[src/rtl/int_issue_queue_if.sv]
// int_issue_queue_if: entry-array interface published to the scheduler, plus shared ALU-control type.
`ifndef INT_QUEUE_SIZE
`define INT_QUEUE_SIZE 8
`endif
`ifndef INT_QUEUE_SIZE_INDEX
`define INT_QUEUE_SIZE_INDEX 3
`endif
`ifndef INT_IQ_TYPES
`define INT_IQ_TYPES
typedef logic [3:0] alu_ctl_t;
`endif

interface integer_issue_queue_ifc #(
    parameter int QUEUE_SIZE = `INT_QUEUE_SIZE,
    parameter int PREG_INDEX = 6,
    parameter int AL_INDEX   = 5,
    parameter int DATA_WIDTH = 32
);
    logic [QUEUE_SIZE-1:0] entry_available_bit, ready_bit_src1, ready_bit_src2;
    logic [QUEUE_SIZE-1:0] uses_rs, uses_rt, uses_immediate, is_branch, prediction;
    logic [PREG_INDEX-1:0] src1 [QUEUE_SIZE];
    logic [PREG_INDEX-1:0] src2 [QUEUE_SIZE];
    logic [DATA_WIDTH-1:0] immediate_data [QUEUE_SIZE];
    logic [DATA_WIDTH-1:0] recovery_target [QUEUE_SIZE];
    alu_ctl_t alu_ctl [QUEUE_SIZE];
    logic [AL_INDEX-1:0] active_list_id [QUEUE_SIZE];

    modport out (output entry_available_bit, ready_bit_src1, ready_bit_src2, uses_rs, uses_rt,
                 uses_immediate, is_branch, prediction, src1, src2, immediate_data,
                 recovery_target, alu_ctl, active_list_id);
    modport in  (input  entry_available_bit, ready_bit_src1, ready_bit_src2, uses_rs, uses_rt,
                 uses_immediate, is_branch, prediction, src1, src2, immediate_data,
                 recovery_target, alu_ctl, active_list_id);
endinterface

[src/rtl/int_issue_queue.sv]
// int_issue_queue: integer issue-queue storage with tag-broadcast wakeup, issue free and flush.
// Optional INT_IQ_MEM_WAKEUP_EN lets load writeback broadcasts wake and bypass sources.
`ifndef INT_QUEUE_SIZE
`define INT_QUEUE_SIZE 8
`endif
`ifndef INT_QUEUE_SIZE_INDEX
`define INT_QUEUE_SIZE_INDEX 3
`endif
`ifndef INT_IQ_TYPES
`define INT_IQ_TYPES
typedef logic [3:0] alu_ctl_t;
`endif

module int_issue_queue #(
    parameter int QUEUE_SIZE  = `INT_QUEUE_SIZE,
    parameter int QUEUE_INDEX = `INT_QUEUE_SIZE_INDEX,
    parameter int PREG_INDEX  = 6,
    parameter int AL_INDEX    = 5,
    parameter int DATA_WIDTH  = 32
) (
    input  logic                    clk,
    input  logic                    rst_n,
    input  logic                    alloc_valid,
    output logic                    alloc_ready,
    input  logic [PREG_INDEX-1:0]   alloc_src1,
    input  logic [PREG_INDEX-1:0]   alloc_src2,
    input  logic                    alloc_src1_ready,
    input  logic                    alloc_src2_ready,
    input  logic                    alloc_uses_rs,
    input  logic                    alloc_uses_rt,
    input  logic                    alloc_uses_immediate,
    input  logic                    alloc_is_branch,
    input  logic                    alloc_prediction,
    input  alu_ctl_t                alloc_alu_ctl,
    input  logic [DATA_WIDTH-1:0]   alloc_immediate,
    input  logic [DATA_WIDTH-1:0]   alloc_recovery_target,
    input  logic [AL_INDEX-1:0]     alloc_active_list_id,
    input  logic                    issue_valid,
    input  logic [QUEUE_INDEX-1:0]  issue_index,
    input  logic                    wake_alu_valid,
    input  logic [PREG_INDEX-1:0]   wake_alu_tag,
    input  logic                    wake_mem_valid,
    input  logic [PREG_INDEX-1:0]   wake_mem_tag,
    input  logic                    flush,
    output logic [QUEUE_INDEX:0]    occupancy,
    integer_issue_queue_ifc.out     o_queue
);
    logic [QUEUE_SIZE-1:0]  free;
    logic [QUEUE_INDEX-1:0] idx;
    logic                   alloc_do;

    assign free        = o_queue.entry_available_bit;
    assign alloc_ready = |free;
    assign alloc_do    = alloc_valid & alloc_ready & ~flush;

`ifndef INT_IQ_MEM_WAKEUP_EN
    logic unused_mem;
    assign unused_mem = ^{wake_mem_valid, wake_mem_tag};
`endif

    // Tag 0 is $zero and never participates in broadcast matching.
    function automatic logic woke(input logic [PREG_INDEX-1:0] t);
`ifdef INT_IQ_MEM_WAKEUP_EN
        return (|t) && ((wake_alu_valid && t == wake_alu_tag) || (wake_mem_valid && t == wake_mem_tag));
`else
        return (|t) && wake_alu_valid && t == wake_alu_tag;
`endif
    endfunction

    always_comb begin
        idx = '0;
        for (int i = QUEUE_SIZE - 1; i >= 0; i--)
            idx = free[i] ? i[QUEUE_INDEX-1:0] : idx;
    end

    always_ff @(posedge clk or negedge rst_n) begin
        if (!rst_n) begin
            o_queue.entry_available_bit <= '1;
            o_queue.ready_bit_src1      <= '0;
            o_queue.ready_bit_src2      <= '0;
            o_queue.uses_rs             <= '0;
            o_queue.uses_rt             <= '0;
            o_queue.uses_immediate      <= '0;
            o_queue.is_branch           <= '0;
            o_queue.prediction          <= '0;
            for (int i = 0; i < QUEUE_SIZE; i++) begin
                o_queue.src1[i]            <= '0;
                o_queue.src2[i]            <= '0;
                o_queue.immediate_data[i]  <= '0;
                o_queue.recovery_target[i] <= '0;
                o_queue.alu_ctl[i]         <= '0;
                o_queue.active_list_id[i]  <= '0;
            end
            occupancy <= '0;
        end else if (flush) begin
            o_queue.entry_available_bit <= '1;
            occupancy                   <= '0;
        end else begin
            for (int i = 0; i < QUEUE_SIZE; i++) begin
                if (!free[i] && woke(o_queue.src1[i])) o_queue.ready_bit_src1[i] <= 1'b1;
                if (!free[i] && woke(o_queue.src2[i])) o_queue.ready_bit_src2[i] <= 1'b1;
            end
            if (issue_valid) o_queue.entry_available_bit[issue_index] <= 1'b1;
            if (alloc_do) begin
                o_queue.entry_available_bit[idx] <= 1'b0;
                o_queue.ready_bit_src1[idx]      <= alloc_src1_ready | ~alloc_uses_rs | woke(alloc_src1);
                o_queue.ready_bit_src2[idx]      <= alloc_src2_ready | ~alloc_uses_rt | alloc_uses_immediate | woke(alloc_src2);
                o_queue.uses_rs[idx]             <= alloc_uses_rs;
                o_queue.uses_rt[idx]             <= alloc_uses_rt;
                o_queue.uses_immediate[idx]      <= alloc_uses_immediate;
                o_queue.is_branch[idx]           <= alloc_is_branch;
                o_queue.prediction[idx]          <= alloc_prediction;
                o_queue.src1[idx]                <= alloc_src1;
                o_queue.src2[idx]                <= alloc_src2;
                o_queue.immediate_data[idx]      <= alloc_immediate;
                o_queue.recovery_target[idx]     <= alloc_recovery_target;
                o_queue.alu_ctl[idx]             <= alloc_alu_ctl;
                o_queue.active_list_id[idx]      <= alloc_active_list_id;
            end
            occupancy <= occupancy + (QUEUE_INDEX+1)'(alloc_do) - (QUEUE_INDEX+1)'(issue_valid);
        end
    end

    // The scheduler must only issue occupied entries.
    assert property (@(posedge clk) disable iff (!rst_n) issue_valid && !flush |-> !free[issue_index]);
endmodule

[src/flat_wrapper.sv]
// flat-port wrapper written by rule: the top's interface ports become plain ports
module int_issue_queue_flat 
#(
    parameter int QUEUE_SIZE  = `INT_QUEUE_SIZE,
    parameter int QUEUE_INDEX = `INT_QUEUE_SIZE_INDEX,
    parameter int PREG_INDEX  = 6,
    parameter int AL_INDEX    = 5,
    parameter int DATA_WIDTH  = 32
)
  (clk, rst_n, alloc_valid, alloc_ready, alloc_src1, alloc_src2, alloc_src1_ready, alloc_src2_ready, alloc_uses_rs, alloc_uses_rt, alloc_uses_immediate, alloc_is_branch, alloc_prediction, alloc_alu_ctl, alloc_immediate, alloc_recovery_target, alloc_active_list_id, issue_valid, issue_index, wake_alu_valid, wake_alu_tag, wake_mem_valid, wake_mem_tag, flush, occupancy, o_queue_entry_available_bit, o_queue_ready_bit_src1, o_queue_ready_bit_src2, o_queue_uses_rs, o_queue_uses_rt, o_queue_uses_immediate, o_queue_is_branch, o_queue_prediction, o_queue_src1, o_queue_src2, o_queue_immediate_data, o_queue_recovery_target, o_queue_alu_ctl, o_queue_active_list_id);
  integer_issue_queue_ifc #(.QUEUE_SIZE(QUEUE_SIZE), .PREG_INDEX(PREG_INDEX), .AL_INDEX(AL_INDEX), .DATA_WIDTH(DATA_WIDTH)) o_queue_i ();
  input  logic clk;
  input  logic rst_n;
  input  logic alloc_valid;
  output logic alloc_ready;
  input  logic [PREG_INDEX-1:0] alloc_src1;
  input  logic [PREG_INDEX-1:0] alloc_src2;
  input  logic alloc_src1_ready;
  input  logic alloc_src2_ready;
  input  logic alloc_uses_rs;
  input  logic alloc_uses_rt;
  input  logic alloc_uses_immediate;
  input  logic alloc_is_branch;
  input  logic alloc_prediction;
  input  alu_ctl_t alloc_alu_ctl;
  input  logic [DATA_WIDTH-1:0] alloc_immediate;
  input  logic [DATA_WIDTH-1:0] alloc_recovery_target;
  input  logic [AL_INDEX-1:0] alloc_active_list_id;
  input  logic issue_valid;
  input  logic [QUEUE_INDEX-1:0] issue_index;
  input  logic wake_alu_valid;
  input  logic [PREG_INDEX-1:0] wake_alu_tag;
  input  logic wake_mem_valid;
  input  logic [PREG_INDEX-1:0] wake_mem_tag;
  input  logic flush;
  output logic [QUEUE_INDEX:0] occupancy;
  output wire logic [$bits(o_queue_i.entry_available_bit)-1:0] o_queue_entry_available_bit;
  output wire logic [$bits(o_queue_i.ready_bit_src1)-1:0] o_queue_ready_bit_src1;
  output wire logic [$bits(o_queue_i.ready_bit_src2)-1:0] o_queue_ready_bit_src2;
  output wire logic [$bits(o_queue_i.uses_rs)-1:0] o_queue_uses_rs;
  output wire logic [$bits(o_queue_i.uses_rt)-1:0] o_queue_uses_rt;
  output wire logic [$bits(o_queue_i.uses_immediate)-1:0] o_queue_uses_immediate;
  output wire logic [$bits(o_queue_i.is_branch)-1:0] o_queue_is_branch;
  output wire logic [$bits(o_queue_i.prediction)-1:0] o_queue_prediction;
  output wire logic [$bits(o_queue_i.src1)-1:0] o_queue_src1;
  output wire logic [$bits(o_queue_i.src2)-1:0] o_queue_src2;
  output wire logic [$bits(o_queue_i.immediate_data)-1:0] o_queue_immediate_data;
  output wire logic [$bits(o_queue_i.recovery_target)-1:0] o_queue_recovery_target;
  output wire logic [$bits(o_queue_i.alu_ctl)-1:0] o_queue_alu_ctl;
  output wire logic [$bits(o_queue_i.active_list_id)-1:0] o_queue_active_list_id;
  assign o_queue_entry_available_bit = o_queue_i.entry_available_bit;
  assign o_queue_ready_bit_src1 = o_queue_i.ready_bit_src1;
  assign o_queue_ready_bit_src2 = o_queue_i.ready_bit_src2;
  assign o_queue_uses_rs = o_queue_i.uses_rs;
  assign o_queue_uses_rt = o_queue_i.uses_rt;
  assign o_queue_uses_immediate = o_queue_i.uses_immediate;
  assign o_queue_is_branch = o_queue_i.is_branch;
  assign o_queue_prediction = o_queue_i.prediction;
  assign o_queue_src1 = {>>{o_queue_i.src1}};
  assign o_queue_src2 = {>>{o_queue_i.src2}};
  assign o_queue_immediate_data = {>>{o_queue_i.immediate_data}};
  assign o_queue_recovery_target = {>>{o_queue_i.recovery_target}};
  assign o_queue_alu_ctl = {>>{o_queue_i.alu_ctl}};
  assign o_queue_active_list_id = {>>{o_queue_i.active_list_id}};
  int_issue_queue #(.QUEUE_SIZE(QUEUE_SIZE), .QUEUE_INDEX(QUEUE_INDEX), .PREG_INDEX(PREG_INDEX), .AL_INDEX(AL_INDEX), .DATA_WIDTH(DATA_WIDTH)) u_core (.clk(clk), .rst_n(rst_n), .alloc_valid(alloc_valid), .alloc_ready(alloc_ready), .alloc_src1(alloc_src1), .alloc_src2(alloc_src2), .alloc_src1_ready(alloc_src1_ready), .alloc_src2_ready(alloc_src2_ready), .alloc_uses_rs(alloc_uses_rs), .alloc_uses_rt(alloc_uses_rt), .alloc_uses_immediate(alloc_uses_immediate), .alloc_is_branch(alloc_is_branch), .alloc_prediction(alloc_prediction), .alloc_alu_ctl(alloc_alu_ctl), .alloc_immediate(alloc_immediate), .alloc_recovery_target(alloc_recovery_target), .alloc_active_list_id(alloc_active_list_id), .issue_valid(issue_valid), .issue_index(issue_index), .wake_alu_valid(wake_alu_valid), .wake_alu_tag(wake_alu_tag), .wake_mem_valid(wake_mem_valid), .wake_mem_tag(wake_mem_tag), .flush(flush), .occupancy(occupancy), .o_queue(o_queue_i));
endmodule
[config.mk]
export PLATFORM = sky130hd
export DESIGN_NAME = int_issue_queue_flat
export DESIGN_NICKNAME = d
export VERILOG_FILES = /design/src/rtl/int_issue_queue_if.sv /design/src/rtl/int_issue_queue.sv /design/src/flat_wrapper.sv
export SDC_FILE = /design/constraint.sdc
export NUM_CORES = 1
export LEC_CHECK = 0
export CAP_MARGIN = 20
export CORE_AREA = 8 8 325 327
export DETAILED_ROUTE_END_ITERATION = 8
export DIE_AREA = 0 0 333 335
export GPL_ROUTABILITY_DRIVEN = 0
export HOLD_SLACK_MARGIN = 0.06
export RECOVER_POWER = 100
export SLEW_MARGIN = 20
export SYNTH_ARGS = -nofsm -noshare
export SYNTH_HDL_FRONTEND = slang
export SYNTH_SLANG_ARGS = --single-unit
[constraint.sdc]
create_clock -name clk -period 2.3 [get_ports clk]
set_input_delay 0.46 -clock clk [delete_from_list [all_inputs] [get_ports clk]]
set_output_delay 0.46 -clock clk [all_outputs]
set_load 0.03 [all_outputs]
==> results.yml <==
floorplanning:
  die_h_um: 335
  fp.coreArea_um2: 101000
  ios: 863
  core.rowCount: 117
  die_w_um: 333
  die_area_um2: 112000
  start_util_pct: 29.6
final_layout:
  layout_common_cells: "nand2_1, dfrtp_1, clkdlybuf4s50_1"
  post-route-util_pct: 43.8
  layout.nets: 3749
  layout_commonest_cell: "nand2_1"
  area_delta_synth_final_pct: 47.9
  drive_gt1_share_pct: 18.1
synthesis:
  avgSynthCellArea_um2: 11.2
  synth_area_leaders: "dfrtp_1, nand2_1, mux2_2"
  synth_cell_types: 51
  netlist.top_cell.by_area: "dfrtp_1"
  netlist_instances: 2659
  async_reset_ff_share_pct: 100
  ys_warn_count: 0
  synth_fp_nets: 2778
  synth-edff-count: 0
  synth_top_area_share_pct: 62.1
  syn_area_um2: 29800
  ys_ff_latch: 748
  ys.flop_type: "dfrtp_1"
  ys_seq_area_share_pct: 62.8
clock_network:
  clock_sinks: 748
  cts_made_buffers: 84
  htreeDepth: 3
  clk_latency_ps: 660
  clockBufferDepth: 3
  cts.reportedPaths.clkPinSlew_ps: 60
  cts_tree: "yes"
  cts-root-buf: "clkbuf_16"
critical_path:
  crit_path_end_kind: "output port"
  worstSetupStartpointType: "flip-flop"
  crit_type: "reg2out"
  required_ps: 1840
  cp_data_arrival_time_ps: 1790
  crit_fanout: 6
placed_design:
  portBuffers: 855
  dp.final_hpwl_mm: 91.6
global_route:
  track_usage_pct: 21.6
  grt_pass1_wl_mm: 179
  grt_pass1_vias: 24200
  antenna_found_initial: 10
  overflow: 0
  grt_max_degree: 82
routing:
  drt-wirelength-per-cell_um: 24.9
  dr.pass1.iters: 5
  ant_nets: 0
  wl_met1_mm: 49.5
  routed-via-count: 23700
  via_per_inst: 4.73
  drt_iter0_drc: 1546
  dr_wl_met3_mm: 11.9
  wirelength_mm: 125
  routed.top_layer: "met5"
  drc_errors: 0
  wl_met2_mm: 58.2
run:
  maxCapViolCount: 0
hold_path:
  worstHoldPathType: "reg2reg"
timing:
  final.setup.tns_ps: 0
  setup_violations: 0
  tightest_slew_ps: 1020
  post-route-period-util_pct: 97.9
  finalMaxSlewViolations: 0
  rsz0062_at_grt: "true"
  clock.fmax_ghz: 0.444
  finClkSkew_ps: 25.3
  min_period_ps: 2250
  final-hold-violation-count: 0
  slew_headroom_pct: 32.3
pwr:
  p_leak_uw: 0.0219
  power_density_nw_per_um2: 797
  irDropWorstVdd_v: 0.000625
status:
  status: "finished clean"
[layout make-up]
type	instances	area, um^2
well taps	1309	1640
fillers	9573	56600
diodes	2	5.00
repair buffers	1044	10400
inverters	9	33.8
flip-flops and latches	748	18700
multi-input cells	1743	10400
clock inverters	37	484
clock buffers	116	2410
[final timing paths]
check                      depth (start not counted)  slack [ps]                                             from                                               to
max                                                4          50  u_core.o_queue.entry_available_bit[0]$_DFF_PN1_                                      alloc_ready
min reg2reg                                        2         470   u_core.o_queue.immediate_data[235]$_DFFE_PN0P_   u_core.o_queue.immediate_data[235]$_DFFE_PN0P_
min                                                2         470   u_core.o_queue.immediate_data[235]$_DFFE_PN0P_   u_core.o_queue.immediate_data[235]$_DFFE_PN0P_
max in group asynchronous                          4         150                                            rst_n  u_core.o_queue.entry_available_bit[3]$_DFF_PN1_
max reg2reg                                        7         110  u_core.o_queue.entry_available_bit[5]$_DFF_PN1_     u_core.o_queue.active_list_id[9]$_DFFE_PN0P_
min in group asynchronous                          2         530                                            rst_n          u_core.o_queue.is_branch[1]$_DFFE_PN0P_
[cell usage after synthesis (all sizes together), types with 4 or more instances]
library cell and number:
inv 9, o21ai 5, o21bai 8, or4 5, a211oi 8, o311a 4, xnor2 51, nor2b 4
nand2 1089, nor4 24, nand4 5, nand3 11, nor2 27, dfrtp 740, a22oi 6, xor2 50
buf 74, mux2 360, o41ai 7, and3 9, clkbuf 85, dfstp 8, a31oi 5, a21oi 23
ha 4, nor3 10
[critical path, stage by stage, from the launching register on]
cell	delay, ps
dfstp_2	390
buf_4	180
nor4_4	320
nand2_4	100
buf_8	160
[stage by stage]
step                instance area (um^2)  cells  setup WS (ps)  total power [uW]  hold slack, ps
finish                             44100   5008           48.6             35100             469
global route                       44100   5007          -20.6             36400             484
CTS                                44200   5006          -32.3             35600             231
detailed placement                 41400   4851           -558             21500             372
global placement                   41400   4851           -562             21400             373
floorplan                          29800   2659            200             17900             164
[cells by family (layout without fill, tap and decap cells)]
group                    count (synthesis)  count (layout)  synth area share (%)
AND/OR/NAND/NOR                       1198            1198                  15.9
AO/OA/AOI/OAI                           77              77                  1.78
other                                    0               2                     0
buffers and inverters                  168            1206                  2.64
XOR/XNOR                               101             101                  2.97
flip-flops                             748             748                  62.8
adder cells (fa/ha/maj)                  5               5                 0.235
multiplexers                           362             362                  13.7
[metal layers]
| metal | GRT usage (%) | up-vias |
|---|---|---|
| met1 | 26.3 | 12000 |
| li1 | - | 10600 |
| met3 | 7.98 | 205 |
| met2 | 34.7 | 948 |
| met5 | 0 | - |
| met4 | 8.58 | 4 |
[registers in the layout, indices dropped and copies added (netlist names), 32 cells and up]
register                        count
u_core.o_queue.src2                48
u_core.o_queue.active_list_id      40
u_core.o_queue.recovery_target    256
u_core.o_queue.immediate_data     256
u_core.o_queue.alu_ctl             32
u_core.o_queue.src1                48
[report_power, final]
part / internal (uW) / switching [uW]
Sequential: 14100 / 599
Clock: 8290 / 5790
Combinational: 2490 / 3890
[what timing repair did]
item / CTS / global route
hold endpoints to repair: 178 / 0
buffers inserted: 1 / 0
hold buffers: 1 / 0
endpoints found under the setup margin: 201 / 37
pin swaps: 1 / 2
gates resized for setup: 120 / 6
(Power assumes the default switching activity.)
==> variant 1: new RTL, config.mk and constraints unchanged <==
Add a define of `INT_IQ_MEM_WAKEUP_EN`.
--- a/src/rtl/int_issue_queue.sv
+++ b/src/rtl/int_issue_queue.sv
@@ -1,5 +1,7 @@
 // int_issue_queue: integer issue-queue storage with tag-broadcast wakeup, issue free and flush.
 // Optional INT_IQ_MEM_WAKEUP_EN lets load writeback broadcasts wake and bypass sources.
+`define INT_IQ_MEM_WAKEUP_EN
+
 `ifndef INT_QUEUE_SIZE
 `define INT_QUEUE_SIZE 8
 `endif
Behaviour: not the same (a bounded check fails within 4 cycles, from zero or initial values and one cycle with rst_n low).
==> variant 1 against the unedited design <==
Synthesized cell count decreased by 23%. Via count down 7.4%. Design area rose by 2.6%. Register-to-register slack worse by 0.02 ns. Combinational power up 43%. Utilization grew 1.1 points. Critical path depth grew 1. Worst setup slack lost 0.0058 ns. Power is 12% higher. Synthesized area up 4.4%. Sequential cell count is the same. Critical path type is now primary input to flip-flop. Sequential share of layout area down 1.1 points. Largest power group unchanged. Cell count down 11%. Largest cell class unchanged. Routed wire length is 4.8% lower.
==> variant 1: results (changes against the unedited design) <==
reg2reg_to: "u_core.o_queue.recovery_target[106]"
nonClkBufAreaFrac: 0.2262  # -0.009288
seqPwrFrac: 0.399  # -0.019
port-buffer-count: 862  # +0.82%
reg2reg_slack_ns: 0.09  # -0.02 ns
clock_area_frac: 0.06655  # +0.0008412
synth_compound_area_frac: 0.01299  # -0.004811
dp.cells: 4297  # -11%
clockBufferCount: 115  # -0.86%
multi_input_comb_cells: 1164  # -33%
seq_area_frac: 0.4142  # -0.01066
num-nonclk-inverters: 5  # -4
dr_wl_met2_mm: 59.92  # +3.0%
use_met3: 0.06377  # -0.01599
synthMuxAreaShare: 0.2667  # +0.1300
track_usage: 0.2054  # -0.01046
ys_seq_area_frac: 0.6019  # -0.02646
max-vdd-ir-drop_v: 0.0006340  # +1.5%
drive_gt1_frac: 0.3242  # +0.1430
worst-path-max-fanout: 8  # +2
wl_met1_mm: 45.50  # -8.1%
switching_share: 0.3098  # +0.01731
synth_area_um2: 31110  # +4.4%
slowest_delay_ns: 0.63  # +0.24 ns
routedWlPerCell_um: 26.68  # +7.2%
syn-num-nets: 2163  # -22%
antenna_found_initial: 7  # -3
yosys-top-cells-area: "dfrtp_1, mux2_2, xnor2_1, xor2_1, mux2_4"
synth_xor_area_frac: 0.06165  # +0.03197
reg2reg_depth: 8  # +1
power_leakage_nw: 21.23  # -3.1%
drt_iter0_markers: 1405  # -9.1%
grt_max_degree: 73  # -11%
status: "finished clean"
fillers: 9055  # -5.4%
placed_cell_area_um2: 43100  # +4.1%
worstMarginPinSlew_ns: 1.095  # +0.07879 ns
holdPathStages: 1  # -1
hp-start: "u_core.o_queue.immediate_data[53]"
crit_start: "alloc_src2[1]"
use_met1: 0.2419  # -0.02096
synth_fa_ha_area_frac: 0.002252  # -0.00009899
syn_to_final_growth_pct: 45.32
combinationalPower_mw: 9.11  # +43%
drt-total-wl_mm: 118.7  # -4.8%
syn_avg_cell_area_um2: 15.22  # +36%
grt_pass1_vias: 23820  # -1.7%
crit_arrival_ns: 2.75  # +0.96 ns
met3_length_mm: 9.411  # -21%
hold_path_end: "u_core.o_queue.immediate_data[53]"
timing.rr.start: "u_core.o_queue.entry_available_bit[6]"
==> variant 1: changes by cell type after synthesis, sizes merged, moves of 9 or more <==
| cell | before | now |
|---|---|---|
| or4 | 5 | 40 |
| o21ai | 5 | 21 |
| buf | 74 | 103 |
| mux2 | 360 | 720 |
| xor2 | 50 | 85 |
| clkbuf | 85 | 24 |
| nand4 | 5 | 37 |
| nor4 | 24 | 7 |
| nor2 | 27 | 18 |
| nand2 | 1089 | 6 |
| nor3 | 10 | 21 |
| xnor2 | 51 | 134 |
| a21oi | 23 | 13 |
==> variant 1: per-stage QoR <==
| step | hold WS, ns | setup slack, ns | TNS [ns] |
|---|---|---|---|
| detailed placement | 0.4030 | -0.4345 | -121.48 |
| global route | 0.4956 | -0.0006969 | -0.0006969 |
| finish | 0.4792 | 0.04285 | 0 |
| floorplan | 0.1644 | 0.1587 | 0 |
| CTS | 0.2573 | -0.1706 | -0.1706 |
| global placement | 0.4032 | -0.4356 | -99.83 |
==> variant 2: new RTL, config.mk and constraints unchanged <==
Made on the original files. Reset style: synchronous (`rst_n`), changed in one clocked block.
--- a/src/rtl/int_issue_queue.sv
+++ b/src/rtl/int_issue_queue.sv
@@ -73,7 +73,7 @@
             idx = free[i] ? i[QUEUE_INDEX-1:0] : idx;
     end
 
-    always_ff @(posedge clk or negedge rst_n) begin
+    always_ff @(posedge clk) begin
         if (!rst_n) begin
             o_queue.entry_available_bit <= '1;
             o_queue.ready_bit_src1      <= '0;
Behaviour: not the same (Yosys sat finds a counterexample within 4 cycles, from zero or initial values and one cycle with rst_n low; the reset may be asserted at any time).
==> variant 2 against the unedited design <==
Die area is the same. Routed wire length grew 3.6%. Critical endpoint unchanged. The run now ends with negative setup slack left. Synthesized area increased by 0.49%. Sequential cell count is the same. Worst setup slack lost 0.10 ns. Utilization fell by 1.0 points. Highest routed layer unchanged. Design area shrank 2.3%.
Power is not compared: it rests on default switching activity, and its combinational part moved more than twofold at a synthesized area within 25%.
==> variant 2: results (changes against the unedited design) <==
max_slew_margin: 0.3520  # +0.02924
dp_hpwl_mm: 93.16  # +1.7%
use_met1: 0.2664  # +0.003568
crit_arrival_ns: 1.89  # +0.10 ns
timing.rr.start: "u_core.o_queue.entry_available_bit[0]"
viasPerCell: 4.781  # +1.0%
cts_inserted_buffers: 85  # +1.2%
async_reset_ff_frac: 0  # -1.000
dp.cells: 5583  # +15%
grt_pass1_vias: 26070  # +7.6%
use_met3: 0.07699  # -0.002770
syn-num-nets: 3691  # +33%
placed_cell_area_um2: 40440  # -2.4%
violations: "negative setup slack"
antenna_found_initial: 3  # -7
crit_end: "alloc_ready"
power_leakage_nw: 15.15
worst-path-max-fanout: 2  # -4
grt_max_degree: 115  # +40%
met3_length_mm: 11.56  # -3.1%
reg2reg_to: "u_core.o_queue.recovery_target[172]"
final-setup-viol-count: 1  # +1
drt-total-wl_mm: 129.1  # +3.6%
wl_met1_mm: 53.13  # +7.3%
drive_gt1_frac: 0.08360  # -0.09763
drt_iter0_markers: 1752  # +13%
routedWlPerCell_um: 22.51  # -9.5%
hold_class: "primary input to flip-flop"
ys_seq_area_frac: 0.5000  # -0.1284
grtUsageMet2: 0.3561  # +0.009036
status: "finished, violations left"
yosys-top-cells-area: "dfxtp_1, nand2_1, a21boi_0, a21boi_1, buf_4"
crit_start: "u_core.o_queue.entry_available_bit[3]"
ys_top_cells_by_count: "nand2_1, dfxtp_1, a21boi_0, a21boi_1, clkbuf_1"
top_layer: "met5"
track_usage: 0.2200  # +0.004083
clock_skew_ns: 0.02981  # +0.004506 ns
syn_avg_cell_area_um2: 8.384  # -25%
dr_wl_met2_mm: 59.19  # +1.8%
finalSetupTns_ns: -0.05268  # -0.05268 ns
nets: 4481  # +20%
finalWorstSetupSlack_ns: -0.05268  # -0.1013 ns
grt_pass1_wl_mm: 185.9  # +3.7%
synth_cell_types: 42  # -18%
[variant 2: logic make-up after synthesis]
logic type	count (synthesis)	share of synthesized area
fa+ha+maj	5	0.002340
buf+inv	358	0.06613
simple gates	1548	0.2005
compound gates	820	0.2039
flops	748	0.5000
xor+xnor	93	0.02720
[variant 2: area by class of cell]
type	count	area [um2]
Timing Repair Buffer	1051	10520
Multi-Input combinational cell	2466	13090
Antenna cell	1	2.502
Clock inverter	22	203.9
Inverter	10	37.54
Sequential cell	748	14980
Tap cell	1309	1638
Clock buffer	129	2585
Fill cell	9917	57660
[variant 2: timing repair]
item	4_1_cts	5_1_grt
pin swaps	2	1
buffers inserted	1	1
resized for setup	94	10
setup endpoints to repair	94	10
[variant 2: stage by stage]
stage / setup slack (ns) / total power [mW]
floorplan: 0.002329 / 14.42
global placement: -0.2712 / 15.28
detailed placement: -0.2935 / 15.29
CTS: -0.1640 / 29.00
global route: -0.1315 / 29.63
finish: -0.05268 / 28.65
[variant 2: worst min path at each step]
stage / startpoint / to / slack (ns) / depth (start not counted)
after floorplan: u_core.o_queue.active_list_id[10] / u_core.o_queue.active_list_id[10] / 0.58 / 2
after global placement: u_core.o_queue.immediate_data[122] / u_core.o_queue.immediate_data[122] / 0.44 / 2
after detailed placement: u_core.o_queue.recovery_target[117] / u_core.o_queue.recovery_target[117] / 0.44 / 2
after CTS: rst_n / u_core.o_queue.uses_rt[4] / 0.18 / 2
after global routing: rst_n / u_core.o_queue.active_list_id[31] / 0.22 / 2
final: rst_n / u_core.o_queue.active_list_id[31] / 0.24 / 2
[variant 2: worst max-delay path, cell delays in order (launching register included)]
cell     delay, ns
dfxtp_2       0.33
nor3_4        0.22
nand2_2       0.09
or4_4         0.46
buf_6         0.16
